## src/rtl/seqmul_pkg.sv

```systemverilog
// seqmul_pkg: shared types and helpers for the sequential shift-add multiplier.
//   state_t   : FSM state encoding (IDLE, RUN, DONE), 2 bits.
//   cnt_width : iteration-counter width for an N-bit operand, ceil(log2(N+1)).
package seqmul_pkg;

  typedef enum logic [1:0] {
    IDLE = 2'b00,
    RUN  = 2'b01,
    DONE = 2'b10
  } state_t;

  // Counter width so that values 0..N are representable.
  function automatic int cnt_width(input int n);
    return $clog2(n + 1);
  endfunction

endpackage

```

## src/rtl/four_bit_adder.sv

```systemverilog
// four_bit_adder: 4-bit ripple adder slice with carry in/out.
// Ports:
//   a_i, b_i [3:0] : addends
//   cin_i          : carry in
//   sum_o  [3:0]   : a_i + b_i + cin_i, low 4 bits
//   cout_o         : carry out
module four_bit_adder (
  input  logic [3:0] a_i,
  input  logic [3:0] b_i,
  input  logic       cin_i,
  output logic [3:0] sum_o,
  output logic       cout_o
);

  logic [4:0] total_s;

  // Widen to 5 bits so the carry-out falls out of the addition.
  always_comb begin
    total_s = {1'b0, a_i} + {1'b0, b_i} + {4'b0000, cin_i};
  end

  assign sum_o  = total_s[3:0];
  assign cout_o = total_s[4];

endmodule

```

## src/rtl/seq_shift_add_mult.sv

```systemverilog
// seq_shift_add_mult: sequential N x N unsigned shift-add multiplier.
// One multiplier bit is consumed per clock; the add stage is a chain of
// N/4 four_bit_adder slices with ripple carry.
// Ports:
//   i_clk, i_rst_n    : clock, synchronous active-low reset
//   i_valid, o_ready  : operand handshake (i_a multiplicand, i_b multiplier)
//   o_valid, i_ready  : product handshake
//   o_product [2N-1:0]: exact unsigned product, held stable while o_valid
// Build option: define SEQMUL_ZERO_SKIP_EN to bypass iteration when either
// operand is zero (result 0 presented one cycle after acceptance).
module seq_shift_add_mult
  import seqmul_pkg::*;
#(
  parameter int N = 4
) (
  input  logic           i_clk,
  input  logic           i_rst_n,
  input  logic           i_valid,
  output logic           o_ready,
  input  logic [N-1:0]   i_a,
  input  logic [N-1:0]   i_b,
  output logic           o_valid,
  input  logic           i_ready,
  output logic [2*N-1:0] o_product
);

  localparam int CNT_W  = cnt_width(N);
  localparam int STAGES = N / 4;

  state_t             state_q, state_d;
  logic [N-1:0]       m_q, m_d;
  logic [2*N-1:0]     p_q, p_d;   // {acc, Q}
  logic [CNT_W-1:0]   cnt_q, cnt_d;

  logic [N-1:0]       addend_s;
  logic [N-1:0]       sum_s;
  logic [STAGES:0]    carry_s;

  // Partial-product selection: add M only when the current multiplier bit is set.
  always_comb begin
    if (p_q[0]) begin
      addend_s = m_q;
    end else begin
      addend_s = {N{1'b0}};
    end
  end

  assign carry_s[0] = 1'b0;

  for (genvar g = 0; g < STAGES; g++) begin : g_add
    four_bit_adder u_add (
      .a_i   (p_q[N + 4*g +: 4]),
      .b_i   (addend_s[4*g +: 4]),
      .cin_i (carry_s[g]),
      .sum_o (sum_s[4*g +: 4]),
      .cout_o(carry_s[g+1])
    );
  end

  // Next-state and datapath update for the IDLE -> RUN -> DONE sequence.
  always_comb begin
    state_d = state_q;
    m_d     = m_q;
    p_d     = p_q;
    cnt_d   = cnt_q;
    case (state_q)
      IDLE: begin
        if (i_valid) begin
          m_d   = i_a;
          p_d   = {{N{1'b0}}, i_b};
          cnt_d = {CNT_W{1'b0}};
`ifdef SEQMUL_ZERO_SKIP_EN
          if ((i_a == {N{1'b0}}) || (i_b == {N{1'b0}})) begin
            p_d     = {(2*N){1'b0}};
            state_d = DONE;
          end else begin
            state_d = RUN;
          end
`else
          state_d = RUN;
`endif
        end else begin
          state_d = IDLE;
        end
      end
      RUN: begin
        // {C, sum, Q} >> 1: the final carry becomes the new MSB, so no bits
        // of the exact product are lost.
        p_d   = {carry_s[STAGES], sum_s, p_q[N-1:1]};
        cnt_d = cnt_q + {{(CNT_W-1){1'b0}}, 1'b1};
        if (cnt_q == CNT_W'(N - 1)) begin
          state_d = DONE;
        end else begin
          state_d = RUN;
        end
      end
      DONE: begin
        if (i_ready) begin
          state_d = IDLE;
        end else begin
          state_d = DONE;
        end
      end
      default: begin
        state_d = IDLE;
      end
    endcase
  end

  // State and datapath registers with synchronous active-low reset.
  always_ff @(posedge i_clk) begin
    if (!i_rst_n) begin
      state_q <= IDLE;
      m_q     <= {N{1'b0}};
      p_q     <= {(2*N){1'b0}};
      cnt_q   <= {CNT_W{1'b0}};
    end else begin
      state_q <= state_d;
      m_q     <= m_d;
      p_q     <= p_d;
      cnt_q   <= cnt_d;
    end
  end

  assign o_ready   = (state_q == IDLE);
  assign o_valid   = (state_q == DONE);
  assign o_product = p_q;

endmodule

```

## config.mk

```make
export PLATFORM = sky130hd
export DESIGN_NAME = seq_shift_add_mult
export DESIGN_NICKNAME = d
export VERILOG_FILES = /design/src/rtl/seqmul_pkg.sv /design/src/rtl/four_bit_adder.sv /design/src/rtl/seq_shift_add_mult.sv
export SDC_FILE = /design/constraint.sdc
export NUM_CORES = 1
export LEC_CHECK = 0
export CAP_MARGIN = 20
export CORE_ASPECT_RATIO = 1.2
export CORE_MARGIN = 2
export CORE_UTILIZATION = 50
export CTS_CLUSTER_SIZE = 14
export DETAILED_ROUTE_END_ITERATION = 7
export GPL_TIMING_DRIVEN = 0
export PLACE_DENSITY = 0.81
export SKIP_CTS_REPAIR_TIMING = 1
export SYNTH_ARGS = -nofsm -noshare
export SYNTH_HDL_FRONTEND = slang
export SYNTH_SLANG_ARGS = --single-unit
```

## constraint.sdc

```tcl
create_clock -name i_clk -period 3.4 [get_ports i_clk]
set_input_delay 0.34 -clock i_clk [delete_from_list [all_inputs] [get_ports i_clk]]
set_output_delay 0.34 -clock i_clk [all_outputs]
set_load 0.01 [all_outputs]
```

After elaboration in Yosys (flattened, before gate mapping)
Index checks and enable logic that the tools add are counted.
{ "word_totals": {"reg_bits": 17, "latchBits": 0, "ram_bits": 0, "mem_bits_ro": 0, "inputBits": 12, "out_inout_bits": 10, "elab_cells": 23, "n_memories": 0} }
{ "op_classes": {"add_sub_neg": 2, "multipliers": 0, "div": 0, "magnitude_cmp": 0, "eq_ne": 4, "shifts": 0, "mux": 9, "bitwise_logic": 0, "n_reduce_logical": 4} }
{ "op_table": {"columns": ["cell", "count"], "rows": [
  ["$pmux W8 S2", 1],
  ["$mux W8", 1],
  ["$pmux W2 S3", 1],
  ["$pmux W3 S2", 1],
  ["$add A4 B4 Y5", 1],
  ["$mux W2", 2],
  ["$mux W4", 1],
  ["$reduce_and A2 Y1", 2],
  ["$add A3 B1 Y3 const B", 1],
  ["$eq A3 B2 Y1 const B", 1],
  ["$mux W3", 1],
  ["$eq A2 B1 Y1 const B", 1],
  ["$eq A2 B2 Y1 const B", 1],
  ["$logic_not A2 Y1", 1],
  ["$ne A2 B2 Y1 const B", 1],
  ["$reduce_bool A2 Y1", 1],
  ["$mux W1", 1]
]} }

Depth between registers and ports, before layout
Gate-level depths: netlist of the first run.
{ "logic_depth": {"ltp_word": 3, "depth_mapped": 7, "depth_no_buf": 7} }

Cells and area by module
Synthesis of the first run repeated with hierarchy kept, for this count alone.
{ "hier_totals": {"cells_unflattened": 101, "hier_area_um2": 934.6} }
{ "modules_own_cells": {"columns": ["mod", "instances", "cells_per_inst", "area_each_um2", "seq_area_each_um2"], "rows": [
  ["seq_shift_add_mult", 1, 85, 790.8, 340.3],
  ["four_bit_adder", 1, 16, 143.9, 0.0]
]} }

Least setup slack after synthesis of the first run
No wires, ideal clock.
{ "synth_timing": {"path_type": "reg-to-reg", "startpoint": "register p_q[0], in the netlist o_product[0]", "endpoint": "register p_q[7], in the netlist o_product[7]", "setup_ns": 0.086, "t_arrival_ns": 1.469, "required_ns": 3.314, "slack_ns": 1.845, "stages_incl_launch_ff": 8, "n_path_buf": 0, "synth_period_minus_slack_ns": 1.555, "cell_sequence": "dfxtp_1 > and2_1 > ha_1 > inv_1 > fa_1 > nor2b_1 > o21ai_0 > a211oi_1"} }
{ "synth_between": {"elab_chain_cells": 3} }
{ "synth_rtl": {"columns": ["element", "line_no", "text"], "rows": [
  ["start: declaration", "seq_shift_add_mult.sv:32", "logic [2*N-1:0] p_q, p_d;"],
  ["start signal: assignment", "seq_shift_add_mult.sv:115", "p_q <= {(2*N){1'b0}};"],
  ["start signal: assignment", "seq_shift_add_mult.sv:120", "p_q <= p_d;"],
  ["$mux W4", "seq_shift_add_mult.sv:41", "if (p_q[0]) begin"],
  ["$add A4 B4 Y5", "four_bit_adder.sv:19", "total_s = {1'b0, a_i} + {1'b0, b_i} + {4'b0000, cin_i};"],
  ["$pmux W8 S2", "seq_shift_add_mult.sv:66", "case (state_q)"]
]} }
No other way between the ends.
A chain may end at the register's enable or synchronous reset.

Worst setup path after layout of the first run
{ "layout_timing": {"startpoint": "register state_q[1]", "endpoint": "output o_valid"} }
{ "layout_between": {"elab_chain_cells": 1} }
{ "layout_rtl": {"columns": ["element", "line_no", "text"], "rows": [
  ["start: declaration", "seq_shift_add_mult.sv:30", "state_t state_q, state_d;"],
  ["start signal: assignment", "seq_shift_add_mult.sv:118", "state_q <= state_d;"],
  ["$eq A2 B2 Y1", "seq_shift_add_mult.sv:126", "assign o_valid = (state_q == DONE);"],
  ["end: declaration", "seq_shift_add_mult.sv:22", "output logic o_valid,"]
]} }
No other way between the ends.

==> flow_summary.yaml, run 1 <==
pwr:
  ir_worst_vdd_mv: 0.237
  intPower_uw: 300
  totalPowerFinal_uw: 411
  power_density_nw_per_um2: 363
  p_leak_uw: 0.000454
  power.switching_uw: 111
  p_seq_frac: 0.536
  clock_power_share: 0.265
  swShare: 0.270
  p_comb_frac: 0.198
setup_path:
  critical_path_required_ns: 3.06
  reg2reg_slack_ns: 1.69
  r2r_cells: 7
  end_kind: "output port"
  cp_max_fo: 7
  worstPathArrival_ns: 1.47
  worstSetupPathType: "flop to output port"
  crit-reg2reg-launch: "o_product[0]"
  crit_path_start_kind: "flop"
  reg2reg_to: "o_product[7]"
timing:
  fmax_mhz: 553
  hold_violations: 0
  finalCriticalPeriod_ns: 1.81
  rsz0062_at_grt: "no"
  slew_viol_final: 0
  finalCritPeriodShare: 0.532
  setup_violations: 0
  setup_ws_ns: 1.59
  fin_skew_ns: 0.00942
  whs_ns: 0.455
  tns_ns: 0
  relSlewSlack: 0.629
  worst_slew_pin_slew_ns: 0.554
grt:
  first_global_vias: 807
  grt_first_pass_wirelength_um: 3280
  grt_max_degree: 11
  grtUsageTotal: 0.202
  grt_overflow: 0
  antenna_found_initial: 0
layout:
  post-route-cell-area_um2: 1130
  syn2layout_area_growth_pct: 29.7
  final_net_count: 150
  diodes: 0
  drive_gt1_frac: 0.0615
floorplan:
  fp.coreArea_um2: 1640
  core.rowCount: 16
  die_h_um: 49.8
  die-area_um2: 2100
  pin_count: 22
  fp.dieW_um: 42.1
  start_util: 0.531
detailed_routing:
  first_iter_violations: 11
  drc: 0
  via_per_inst: 5.51
  via_count: 815
  totalWireLength_um: 1870
  wire_per_inst_um: 12.6
  dr.pass1.iters: 4
  antenna_left: 0
worst_hold_path:
  hold_depth: 2
  hp-start: "m_q[3]"
  worst_hold_path.endpoint: "m_q[3]"
  hold_path.class: "flop to flop"
clock_tree:
  htree_levels: 1
  cts-buffers-inserted: 3
  cts_tree: "built"
  cts.sink_count: 17
  path_clk_slew_ns: 0.09
  cts-root-buf: "clkbuf_4"
  clk_path_buf_depth: 2
  clkLatencyLatePin_ns: 0.29
placement:
  placed_area_um2: 1100
  place_congestion: 0.790
  dp_hpwl_um: 1430
  io_buffers: 21
  pre_cts_slack_ns: 1.60
logic_synthesis:
  yosys.area.top_type: "dfxtp_1"
  synth.top_cells.by_area: "dfxtp_1 39%, ha_1 8.6%, nand2_1 8.6%, a21oi_1 5.7%, a31oi_1 3.6%"
  synth_nets: 124
  syn_inst: 105
  async_flop_share: 0
  synth_area_um2: 872
  synth_edf_count: 0
  yosysSeqAreaShare: 0.390
  synth_warnings: 0
  yosys-top-cells-count: "20 x nand2_1, 17 x dfxtp_1, 10 x a21oi_1"
  ys_types: 28
  yosysTopAreaCellShare: 0.390
  synth.avg_cell_area_um2: 8.31
  ys.flop_type: "dfxtp_1"
  synth.most_common_cell: "nand2_1"
  synth_seq_cells: 17
status:
  status: "finished clean"
run:
  drv_cap: 0
[cell usage in the layout (no fill, tap or decap), types with 2 or more instances in the layout]
cell type,count
inv_1,6
clkbuf_1,2
nand2_1,20
clkdlybuf4s50_1,21
a31oi_1,5
a21oi_1,10
clkbuf_4,3
nand2b_1,4
nand3_1,4
dfxtp_1,17
nor2b_1,2
buf_6,2
and2_1,3
buf_2,2
nor2_1,5
o21ai_0,5
ha_1,6
[final cells by class]
| cell class | count | area [um^2] |
|---|---|---|
| Tap cell | 18 | 22.5 |
| Fill cell | 141 | 510 |
| Clock buffer | 4 | 26.3 |
| Buffer | 5 | 36.3 |
| Inverter | 6 | 22.5 |
| Sequential cell | 17 | 340 |
| Multi-Input combinational cell | 77 | 473 |
| Timing Repair Buffer | 21 | 210 |
[worst max path at each step]
stage                 start            to  slack (ns)  cells after the start
2_1_floorplan  o_product[0]  o_product[7]        1.85                      7
4_1_cts          state_q[1]       o_valid        1.59                      2
3_3_place_gp        i_valid      cnt_q[2]        1.62                      6
5_1_grt          state_q[1]       o_valid        1.50                      2
3_5_place_dp        i_valid      cnt_q[2]        1.60                      6
6_report         state_q[1]       o_valid        1.59                      2
[power groups by stage]
| stage | combinational (uW) | sequential [uW] | clock, uW |
|---|---|---|---|
| 2_1_floorplan | 41.5 | 226 | 0 |
| 3_3_place_gp | 80.3 | 224 | 0 |
| 3_5_place_dp | 82.2 | 225 | 0 |
| 4_1_cts | 82.5 | 220 | 111 |
| 5_1_grt | 90.0 | 222 | 121 |
| 6_report | 81.6 | 220 | 109 |
[state kept, by name (all words and copies together), names as in the netlist]
register / cells
cnt_q: 3
m_q: 4
o_product: 8
state_q: 2
[critical path, cell delays in order, from the launching register on]
cell and delay, ns:
dfxtp_1 0.45, and2b_1 0.19, clkdlybuf4s50_1 0.54
[metrics by stage]
step                      std cells  utilization
after floorplan                 105            -
after global placement          144        0.673
after detailed placement        144        0.673
after CTS                       148        0.689
after global routing            148        0.689
final                           148        0.689
[kinds of logic after synthesis]
logic type / count (synthesis) / share of synthesized area
flops: 17 / 0.390
xor+xnor: 1 / 0.0100
buf+inv: 11 / 0.0674
fa+ha+maj: 7 / 0.109
simple gates: 43 / 0.244
compound gates: 26 / 0.179
[routing by layer]
| metal | track usage | vias to the layer above | routed length, um |
|---|---|---|---|
| met4 | 0.0885 | 0 | 19 |
| met3 | 0.0330 | 2 | 86 |
| met1 | 0.242 | 383 | 812 |
| li1 | - | 408 | - |
| met5 | 0 | - | 0 |
| met2 | 0.352 | 22 | 949 |
Power figures use the tool's default switching activity.
==> run 2: changes to the inputs <==
Settings changed: CORE_UTILIZATION 50 to 47, PLACE_DENSITY 0.81 to 0.77.
Clock period 3.4 ns to 1.76 ns, I/O delays scaled along.
==> run 2 against run 1 <==
Effect of this change:
- design area up 1.1%
- via count is 0.61% higher
- sequential share of layout area about the same
- wire length increased by 11%
- non-clock buffer count stayed put
- clock power increased by 100%
- die area up 5.8%
- register-to-register slack worse by 1.5 ns
- final cell count rose by 0.68%
- sequential power up 94%
- flip-flop and latch count unchanged
- power increased by 97%
- critical endpoint unchanged
==> flow_summary.yaml, run 2 (synthesis results as in run 1) <==
detailed_routing:
  dr.pass1.iters: 4
  drc: 0
  wire_per_inst_um: 13.9
  via_count: 820
  first_iter_violations: 12
  antenna_left: 0
  via_per_inst: 5.50
  totalWireLength_um: 2080
timing:
  whs_ns: 0.415
  finalCriticalPeriod_ns: 1.65
  fmax_mhz: 607
  slew_viol_final: 0
  hold_violations: 0
  finalCritPeriodShare: 0.936
  worst_slew_pin_slew_ns: 0.556
  fin_skew_ns: 0.00459
  setup_ws_ns: 0.113
  relSlewSlack: 0.628
  setup_violations: 0
grt:
  grt_max_degree: 11
  grtUsageTotal: 0.206
  antenna_found_initial: 0
  grt_first_pass_wirelength_um: 3420
  first_global_vias: 833
  grt_overflow: 0
setup_path:
  end_kind: "output port"
  crit_path_start_kind: "flop"
  cp_max_fo: 7
  critical_path_required_ns: 1.58
  worstSetupPathType: "flop to output port"
  r2r_cells: 6
  worstPathArrival_ns: 1.47
layout:
  layout_commonest_cell: "clkdlybuf4s50_1"
  diodes: 0
  syn2layout_area_growth_pct: 31.1
  nFillCells: 172
  post-route-cell-area_um2: 1140
  final_cell_mix: "21 x clkdlybuf4s50_1, 20 x nand2_1, 16 x dfxtp_1"
  drive_gt1_frac: 0.0923
  fin_cells: 149
  final_net_count: 150
  largest_reg_flops: 8
floorplan:
  pin_count: 22
  core.rowCount: 17
  fp.coreArea_um2: 1790
  start_util: 0.488
  fp.dieW_um: 43.3
  die_h_um: 51.2
  die-area_um2: 2220
placement:
  dp_hpwl_um: 1460
  io_buffers: 21
  place_congestion: 0.774
  placed_area_um2: 1110
  pre_cts_slack_ns: 0.0941
  dp_cells: 145
clock_tree:
  cts.sink_count: 17
  htree_levels: 1
  cts_tree: "built"
  clk_path_buf_depth: 2
  path_clk_slew_ns: 0.10
  clkLatencyLatePin_ns: 0.30
  cts-root-buf: "clkbuf_4"
  cts-buffers-inserted: 3
status:
  status: "finished clean"
run:
  drv_cap: 0
worst_hold_path:
  hold_depth: 3
  hold_path.class: "input pin to flop"
pwr:
  power_density_nw_per_um2: 709
  ir_worst_vdd_mv: 0.426
  totalPowerFinal_uw: 810
  p_leak_uw: 0.000454
-- run 2: cell type report --
cell class,instances,area (um^2),share of cell area
clock buffers,4,26.3,0.0230
repair buffers,21,210,0.184
plain buffers,5,36.3,0.0317
multi-input cells,77,480,0.420
inverters,6,22.5,0.0197
flip-flops and latches,17,344,0.301
well taps,19,23.8,0.0208
-- run 2: worst paths after layout --
path                        to         start  slack, ns
setup / recovery       o_valid    state_q[1]       0.11
hold / removal          m_q[3]        i_a[3]       0.41
setup reg to reg  o_product[6]  o_product[0]       0.15
hold reg to reg         m_q[3]        m_q[3]       0.46
-- run 2: routing by layer --
| layer | part of all wire | GRT usage | up-vias |
|---|---|---|---|
| met2 | 0.50 | 0.366 | 15 |
| met3 | 0.034 | 0.0459 | 5 |
| met5 | 0 | 0 | - |
| met1 | 0.44 | 0.218 | 391 |
| li1 | - | - | 409 |
| met4 | 0.019 | 0.121 | 0 |
-- run 2: metrics by stage --
step,util,TNS [ns]
3_5_place_dp,0.619,0
2_1_floorplan,-,0
5_1_grt,0.640,-0.00835
4_1_cts,0.634,0
6_report,0.640,0
3_3_place_gp,0.619,0
-- run 2: worst max-delay path, cell delays in order (launching register included) --
cell and delay (ns):
dfxtp_1 0.45, and2b_1 0.18, clkdlybuf4s50_1 0.54
-- run 2: report_power, final --
part | leakage, uW | internal, uW | switching [uW]
Clock | 0.0000150 | 88.5 | 133
Sequential | 0.000140 | 408 | 18.7
Combinational | 0.000299 | 85.0 | 77.5
Total | 0.000454 | 581 | 229
==> run 3: changes to the inputs <==
Settings changed: TNS_END_PERCENT set to 100.
==> results of run 3 <==
No change in the layout: final DEF, timing and power equal those of run 2.
